[src/rtl/spi_pkg.sv]
// Shared SPI command-layer types: command codes, register layouts and handler FSM states.
package spi_pkg;

  typedef enum logic [7:0] {
    CMD_VERSION           = 8'h00,
    CMD_READ_CONTACTOR    = 8'h01,
    CMD_READ_FEEDBACK     = 8'h02,
    CMD_READ_STATUS       = 8'h03,
    CMD_READ_SHUTDOWN     = 8'h04,
    CMD_WRITE_CONTACTOR   = 8'h81,
    CMD_WRITE_CONTROL     = 8'h82,
    CMD_WRITE_SHUTDOWN    = 8'h83,
    CMD_WRITE_PG_SHUTDOWN = 8'h84
  } spi_cmd_t;

  typedef struct packed {
    logic       feedback_timeout_error;
    logic       invalid_request;
    logic [5:0] rsvd;
  } status_reg_t;

  // Only the two defined control bits (data[7:6]); data[5:0] are reserved.
  typedef struct packed {
    logic reset_req;
    logic clear_errors;
  } control_reg_t;

  typedef struct packed {
    logic plus;
    logic minus;
  } contactor_data_t;

  typedef enum logic [1:0] {IDLE, ARG, DATA, DONE} handler_state_t;

  localparam int         SPI_FRAME_BYTES = 3;
  localparam logic [7:0] SPI_RESP_PAD    = 8'h00;

  function automatic logic is_known_cmd(input logic [7:0] c);
    case (c)
      CMD_VERSION, CMD_READ_CONTACTOR, CMD_READ_FEEDBACK, CMD_READ_STATUS,
      CMD_READ_SHUTDOWN, CMD_WRITE_CONTACTOR, CMD_WRITE_CONTROL,
      CMD_WRITE_SHUTDOWN, CMD_WRITE_PG_SHUTDOWN: return 1'b1;
      default: return 1'b0;
    endcase
  endfunction

  function automatic logic uses_index(input logic [7:0] c);
    case (c)
      CMD_READ_CONTACTOR, CMD_READ_FEEDBACK, CMD_WRITE_CONTACTOR: return 1'b1;
      default: return 1'b0;
    endcase
  endfunction

endpackage

[src/rtl/spi_status_reg.sv]
// Sticky error flags; a set in the same cycle as a clear leaves the flag set.
module spi_status_reg
  import spi_pkg::*;
(
  input  logic        i_clk,
  input  logic        i_rst_n,
  input  logic        i_set_fb_timeout,
  input  logic        i_set_invalid,
  input  logic        i_clear,
  output status_reg_t o_status
);

  logic r_fb_timeout;
  logic r_invalid;

  always_ff @(posedge i_clk) begin
    if (!i_rst_n) begin
      r_fb_timeout <= 1'b0;
      r_invalid    <= 1'b0;
    end else begin
      r_fb_timeout <= i_set_fb_timeout | (r_fb_timeout & ~i_clear);
      r_invalid    <= i_set_invalid    | (r_invalid    & ~i_clear);
    end
  end

  assign o_status = '{feedback_timeout_error: r_fb_timeout,
                      invalid_request:        r_invalid,
                      rsvd:                   6'b0};

endmodule

[src/rtl/spi_cmd_handler.sv]
// SPI command layer: decodes 3-byte CMD/ARG/DATA frames, holds command registers
// and returns one response byte per received byte.
module spi_cmd_handler
  import spi_pkg::*;
#(
  parameter int         NUM_CONTACTORS = 8,
  parameter logic [7:0] FPGA_VERSION   = 8'h01
) (
  input  logic                        i_clk,
  input  logic                        i_rst_n,
  input  logic                        i_cs_active,
  input  logic                        i_rx_valid,
  input  logic [7:0]                  i_rx_data,
  output logic [7:0]                  o_tx_data,
  output logic                        o_tx_load,
  input  logic [2*NUM_CONTACTORS-1:0] i_contactor_fb,
  input  logic                        i_shutdown_status,
  input  logic                        i_fb_timeout_pulse,
  output logic [2*NUM_CONTACTORS-1:0] o_contactor_cmd,
  output logic                        o_shutdown_req,
  output logic                        o_pg_shutdown,
  output logic                        o_reset_req
);

  localparam int         IDX_W = (NUM_CONTACTORS > 1) ? $clog2(NUM_CONTACTORS) : 1;
  localparam logic [8:0] NUM_C = 9'(NUM_CONTACTORS);

  handler_state_t                             r_state;
  logic                                       r_armed;
  logic [7:0]                                 r_cmd;
  logic [IDX_W-1:0]                           r_idx;
  logic                                       r_invalid;
  logic [7:0]                                 r_tx_data;
  logic                                       r_tx_load;
  contactor_data_t [NUM_CONTACTORS-1:0]       r_contactor;
  logic                                       r_shutdown_req;
  logic                                       r_pg_shutdown;
  logic                                       r_reset_req;

  contactor_data_t [NUM_CONTACTORS-1:0]       w_fb;
  status_reg_t                                w_status;
  control_reg_t                               w_ctrl;
  logic [IDX_W-1:0]                           w_rx_idx;
  logic                                       w_bad;
  logic                                       w_b2;
  logic                                       w_b3;
  logic                                       w_clear;
  logic [7:0]                                 w_rd_resp;

  assign w_fb     = i_contactor_fb;
  assign w_ctrl   = control_reg_t'(i_rx_data[7:6]);
  assign w_rx_idx = i_rx_data[IDX_W-1:0];
  assign w_b2     = i_cs_active && i_rx_valid && (r_state == ARG);
  assign w_b3     = i_cs_active && i_rx_valid && (r_state == DATA);
  // Byte-2 decode: r_cmd is already latched, the index is on the bus this cycle.
  assign w_bad    = !is_known_cmd(r_cmd) ||
                    (uses_index(r_cmd) && ({1'b0, i_rx_data} >= NUM_C));
  assign w_clear  = w_b3 && !r_invalid && (r_cmd == CMD_WRITE_CONTROL) && w_ctrl.clear_errors;

  spi_status_reg u_status (
    .i_clk            (i_clk),
    .i_rst_n          (i_rst_n),
    .i_set_fb_timeout (i_fb_timeout_pulse),
    .i_set_invalid    (w_b2 && w_bad),
    .i_clear          (w_clear),
    .o_status         (w_status)
  );

  always_comb begin
    w_rd_resp = SPI_RESP_PAD;
    if (!w_bad) begin
      case (r_cmd)
        CMD_VERSION:        w_rd_resp = FPGA_VERSION;
        CMD_READ_CONTACTOR: w_rd_resp = {6'b0, r_contactor[w_rx_idx]};
        CMD_READ_FEEDBACK:  w_rd_resp = {6'b0, w_fb[w_rx_idx]};
        CMD_READ_STATUS:    w_rd_resp = w_status;
        CMD_READ_SHUTDOWN:  w_rd_resp = {7'b0, i_shutdown_status};
        default:            w_rd_resp = SPI_RESP_PAD;
      endcase
    end
  end

  // r_armed holds off a new frame after reset until CS has been seen low.
  always_ff @(posedge i_clk) begin
    if (!i_rst_n) begin
      r_state        <= IDLE;
      r_armed        <= 1'b0;
      r_cmd          <= 8'h00;
      r_idx          <= '0;
      r_invalid      <= 1'b0;
      r_tx_data      <= 8'h00;
      r_tx_load      <= 1'b0;
      r_contactor    <= '0;
      r_shutdown_req <= 1'b0;
      r_pg_shutdown  <= 1'b0;
      r_reset_req    <= 1'b0;
    end else begin
      r_tx_load   <= 1'b0;
      r_reset_req <= 1'b0;
      if (!i_cs_active) begin
        r_state <= IDLE;
        r_armed <= 1'b1;
      end else if (i_rx_valid) begin
        case (r_state)
          IDLE: if (r_armed) begin
            r_cmd     <= i_rx_data;
            r_tx_data <= w_status;
            r_tx_load <= 1'b1;
            r_state   <= ARG;
          end
          ARG: begin
            r_idx     <= w_rx_idx;
            r_invalid <= w_bad;
            r_tx_data <= w_rd_resp;
            r_tx_load <= 1'b1;
            r_state   <= DATA;
          end
          DATA: begin
            r_tx_data <= SPI_RESP_PAD;
            r_tx_load <= 1'b1;
            r_state   <= DONE;
            if (!r_invalid) begin
              case (r_cmd)
                CMD_WRITE_CONTACTOR:   r_contactor[r_idx] <= i_rx_data[1:0];
                CMD_WRITE_CONTROL:     r_reset_req        <= w_ctrl.reset_req;
                CMD_WRITE_SHUTDOWN:    r_shutdown_req     <= i_rx_data[0];
                CMD_WRITE_PG_SHUTDOWN: r_pg_shutdown      <= i_rx_data[0];
                default: ;
              endcase
            end
          end
          default: ;
        endcase
      end
    end
  end

  assign o_tx_data       = r_tx_data;
  assign o_tx_load       = r_tx_load;
  assign o_contactor_cmd = r_contactor;
  assign o_shutdown_req  = r_shutdown_req;
  assign o_pg_shutdown   = r_pg_shutdown;
  assign o_reset_req     = r_reset_req;

endmodule
[config.mk]
export PLATFORM = sky130hd
export DESIGN_NAME = spi_cmd_handler
export DESIGN_NICKNAME = d
export VERILOG_FILES = /design/src/rtl/spi_pkg.sv /design/src/rtl/spi_status_reg.sv /design/src/rtl/spi_cmd_handler.sv
export SDC_FILE = /design/constraint.sdc
export NUM_CORES = 1
export LEC_CHECK = 0
export CAP_MARGIN = 15
export CORE_ASPECT_RATIO = 1.4
export CORE_MARGIN = 2
export CORE_UTILIZATION = 44
export CTS_CLUSTER_DIAMETER = 120
export DETAILED_ROUTE_END_ITERATION = 7
export GPL_ROUTABILITY_DRIVEN = 0
export PLACE_DENSITY = 0.76
export SLEW_MARGIN = 25
export SYNTH_ARGS = -nofsm -noshare
export SYNTH_HDL_FRONTEND = slang
export SYNTH_SLANG_ARGS = --single-unit
[constraint.sdc]
create_clock -name i_clk -period 1.75 [get_ports i_clk]
set_input_delay 0.35 -clock i_clk [delete_from_list [all_inputs] [get_ports i_clk]]
set_output_delay 0.35 -clock i_clk [all_outputs]
set_load 0.01 [all_outputs]
==> results_dict.tcl, run 1 <==
set metrics [dict create \
    outcome "complete, no violations" \
    synth_cell_types 39 \
    antenna_cells 0 \
    most-common-layout-cells "clkdlybuf4s50_1, dfxtp_1, buf_4, nand2_1, nor2b_1" \
    first_global_vias 1966 \
    synth_ff_type "dfxtp_1" \
    viasPerCell 5.36 \
    min_delay_path_depth 2 \
    netlist_instances 223 \
    synth_area_leaders "dfxtp_1, mux2i_1, mux4_2" \
    period_needed_ns 1.73 \
    start_util_pct 45.5 \
    die_area_um2 5600 \
    fp.dieW_um 63.8 \
    grt_max_degree 27 \
    ys_seq_area_share_pct 37.2 \
    io_buffers 53 \
    die_h_um 87.8 \
    cp.required_ns 1.95 \
    synthArstFlopShare_pct 0 \
    fill_cells 402 \
    cts_tree "built" \
    crit_path_top_delay_cell "nor4b_4" \
    setup_tns_ns 0 \
    drt_iter0_drc 62 \
    synth_top_area_share_pct 37.2 \
    cp-end-kind "flip-flop" \
    yosysTopAreaCell "dfxtp_1" \
    slew_violations 0 \
    comb_power_share_pct 12.4 \
    drt-pass1-iter-count 4 \
    cp-start-kind "flip-flop" \
    finalNetCount 342 \
    fin_skew_ns 0.00607 \
    detail_route.wirelength_um 5790 \
    antenna_left 0 \
    clock-root-buffer "clkbuf_8" \
    path_class "reg2reg" \
    critical_path.cell_chain "nor4b_4 > nand4_4 > nor4b_4 > mux2i_1 > nor2b_1" \
    cp.arrival_ns 1.93 \
    ys_ff_latch 41 \
    final_common_cell "clkdlybuf4s50_1" \
    slowest_delay_ns 0.41 \
    maxCapViolations 0 \
    num_vias 1994 \
    path_max_fanout 5 \
    fmax_mhz 578 \
    ir_drop_uv 409 \
    hold_viol_final 0 \
    clkSinkCount 41 \
    dp_slack_ns -0.481 \
    pwr-share-seq_pct 44.7 \
    cts.clk_slew.worst_paths_ns 0.08 \
    power.share.switching_pct 22.1 \
    cts_buffers 5 \
    ys_warn_count 0 \
    dp_hpwl_um 4210 \
    overflow 0 \
    grt_pass1_wl_um 9180 \
    p_leak_uw 0.00122 \
    utilization_pct 66.1 \
    fin_crit_sh_pct 98.9 \
    core_um2 4840 \
    clock_latency_ns 0.30 \
    antenna_found_initial 0 \
    syn_area_um2 2200 \
    power.internal_uw 1660 \
    min_path_type "reg2reg" \
    grt.total_usage_pct 21.3 \
    multiInputGateArea_um2 1330 \
    syn_avg_cell_area_um2 9.89 \
    area_growth_pct 45.1 \
    setup_viol 0 \
    p_per_area_nw_per_um2 668 \
    pwr-share-clk_pct 43.0 \
    synth_edf_count 0 \
    rsz0062_at_grt "yes" \
    crit_path_frequent_cell "nor4b_4" \
    reg2reg_depth 5 \
    row_count 30 \
    drive_gt1_share_pct 23.7 \
    cts_hold_buf 0 \
    fin_ws_ns 0.0190 \
    io_pins 58 \
    p_switching_uw 472 \
    avgRoutedWirePerCell_um 15.6 \
    register_area_um2 828 \
    clock_path_buffers 2 \
    route.detailed.drc 0 \
    cts-htree-levels 2 \
]
cell families (layout without fill, tap and decap cells):
family          count (synthesis)  after routing  synth area share, %
simple gates                   96             96                 28.0
flops                          41             41                 37.2
mux                            31             31                 18.7
compound gates                 29             29                 8.97
buf+inv                        20            102                 4.14
fa+ha+maj                       5              5                 2.84
other cells                     1              4                0.170
per-stage QoR:
step                      total power [uW]  hold WS, ns  std cells  area (um^2)
after floorplan                       1100        0.439        226         2220
after global placement                1230        0.453        358         2990
after detailed placement              1230        0.456        358         2990
after CTS                             2140        0.467        370         3160
after global routing                  2200        0.482        372         3200
final                                 2140        0.460        372         3200
cell type report:
type	instances	share of cell area (%)
multi-input combinational	165	41.6
timing repair buffer	91	25.5
clock buffer	5	2.15
tap	64	2.50
clock inverter	3	2.03
inverter	3	0.352
sequential	41	25.9
flip-flops by register name (all words and copies together) (netlist names):
| signal | count |
|---|---|
| o_reset_req | 1 |
| o_tx_load | 1 |
| o_shutdown_req | 1 |
| o_contactor_cmd | 16 |
| u_status.r_invalid | 1 |
| r_cmd | 8 |
| r_state | 2 |
| r_invalid | 1 |
| r_idx | 3 |
| o_tx_data | 4 |
| o_pg_shutdown | 1 |
| r_armed | 1 |
| u_status.r_fb_timeout | 1 |
per-layer routing:
metal  GRT usage [%]  routed length [um]  part of all wire, %  vias up
met5               0                   0                    0        -
met4            9.88                 166                  2.9        0
met3            3.60                 277                  4.8       14
met2            40.8                3070                   53       70
met1            22.5                2270                   39      954
li1                -                   -                    -      956
cells in the mapped netlist, types with 2 or more instances:
cell and instances:
and4_1 3, nor2b_1 24, nand2b_1 2, o21ai_0 2
nor2_1 6, a21oi_1 6, mux4_2 8, nor4_2 2
mux2i_1 22, a21boi_0 13, inv_1 3, a22oi_1 4
ha_1 5, nand4_1 2, buf_4 4, dfxtp_1 41
buf_1 4, nand2_1 30, nand3_1 9, nand4b_1 3
clkbuf_1 8, nor4b_4 3, nor3_1 3
path summary, 6_finish.rpt:
check / startpoint / to / slack [ns]
worst max-delay path: r_cmd[1]$_SDFFE_PN0P_ / o_contactor_cmd[9]$_SDFFE_PN0P_ / 0.02
worst min register to register: u_status.r_invalid$_SDFF_PN0_ / u_status.r_invalid$_SDFF_PN0_ / 0.46
worst min-delay path: u_status.r_invalid$_SDFF_PN0_ / u_status.r_invalid$_SDFF_PN0_ / 0.46
worst max register to register: r_cmd[1]$_SDFFE_PN0P_ / o_contactor_cmd[9]$_SDFFE_PN0P_ / 0.02
what timing repair did:
item                                    4_1_cts  5_1_grt
gates resized for setup                       9        9
pin swaps                                     6        5
endpoints found under the setup margin       12       18
buffers inserted                              4        2
worst max-delay path: cells and delay by family (launching register included):
family	cells	cell delay [ns]
flops	1	0.36
simple gates	4	1.05
mux	1	0.23
power by group through the flow:
stage	clock network, uW	logic (uW)	registers, uW
6_report	917	265	954
3_3_place_gp	0	252	976
4_1_cts	924	258	953
3_5_place_dp	0	254	976
2_1_floorplan	0	122	975
5_1_grt	961	285	955
(Power assumes the default switching activity.)
==> run 2: changes to the inputs <==
--- a/config.mk
+++ b/config.mk
@@ -13,7 +13,6 @@
 export DETAILED_ROUTE_END_ITERATION = 7
 export GPL_ROUTABILITY_DRIVEN = 0
 export PLACE_DENSITY = 0.76
-export SLEW_MARGIN = 25
 export SYNTH_ARGS = -nofsm -noshare
 export SYNTH_HDL_FRONTEND = slang
 export SYNTH_SLANG_ARGS = --single-unit
==> results of run 2 <==
Same layout as run 1: the final DEF is identical, and so are final timing and power.
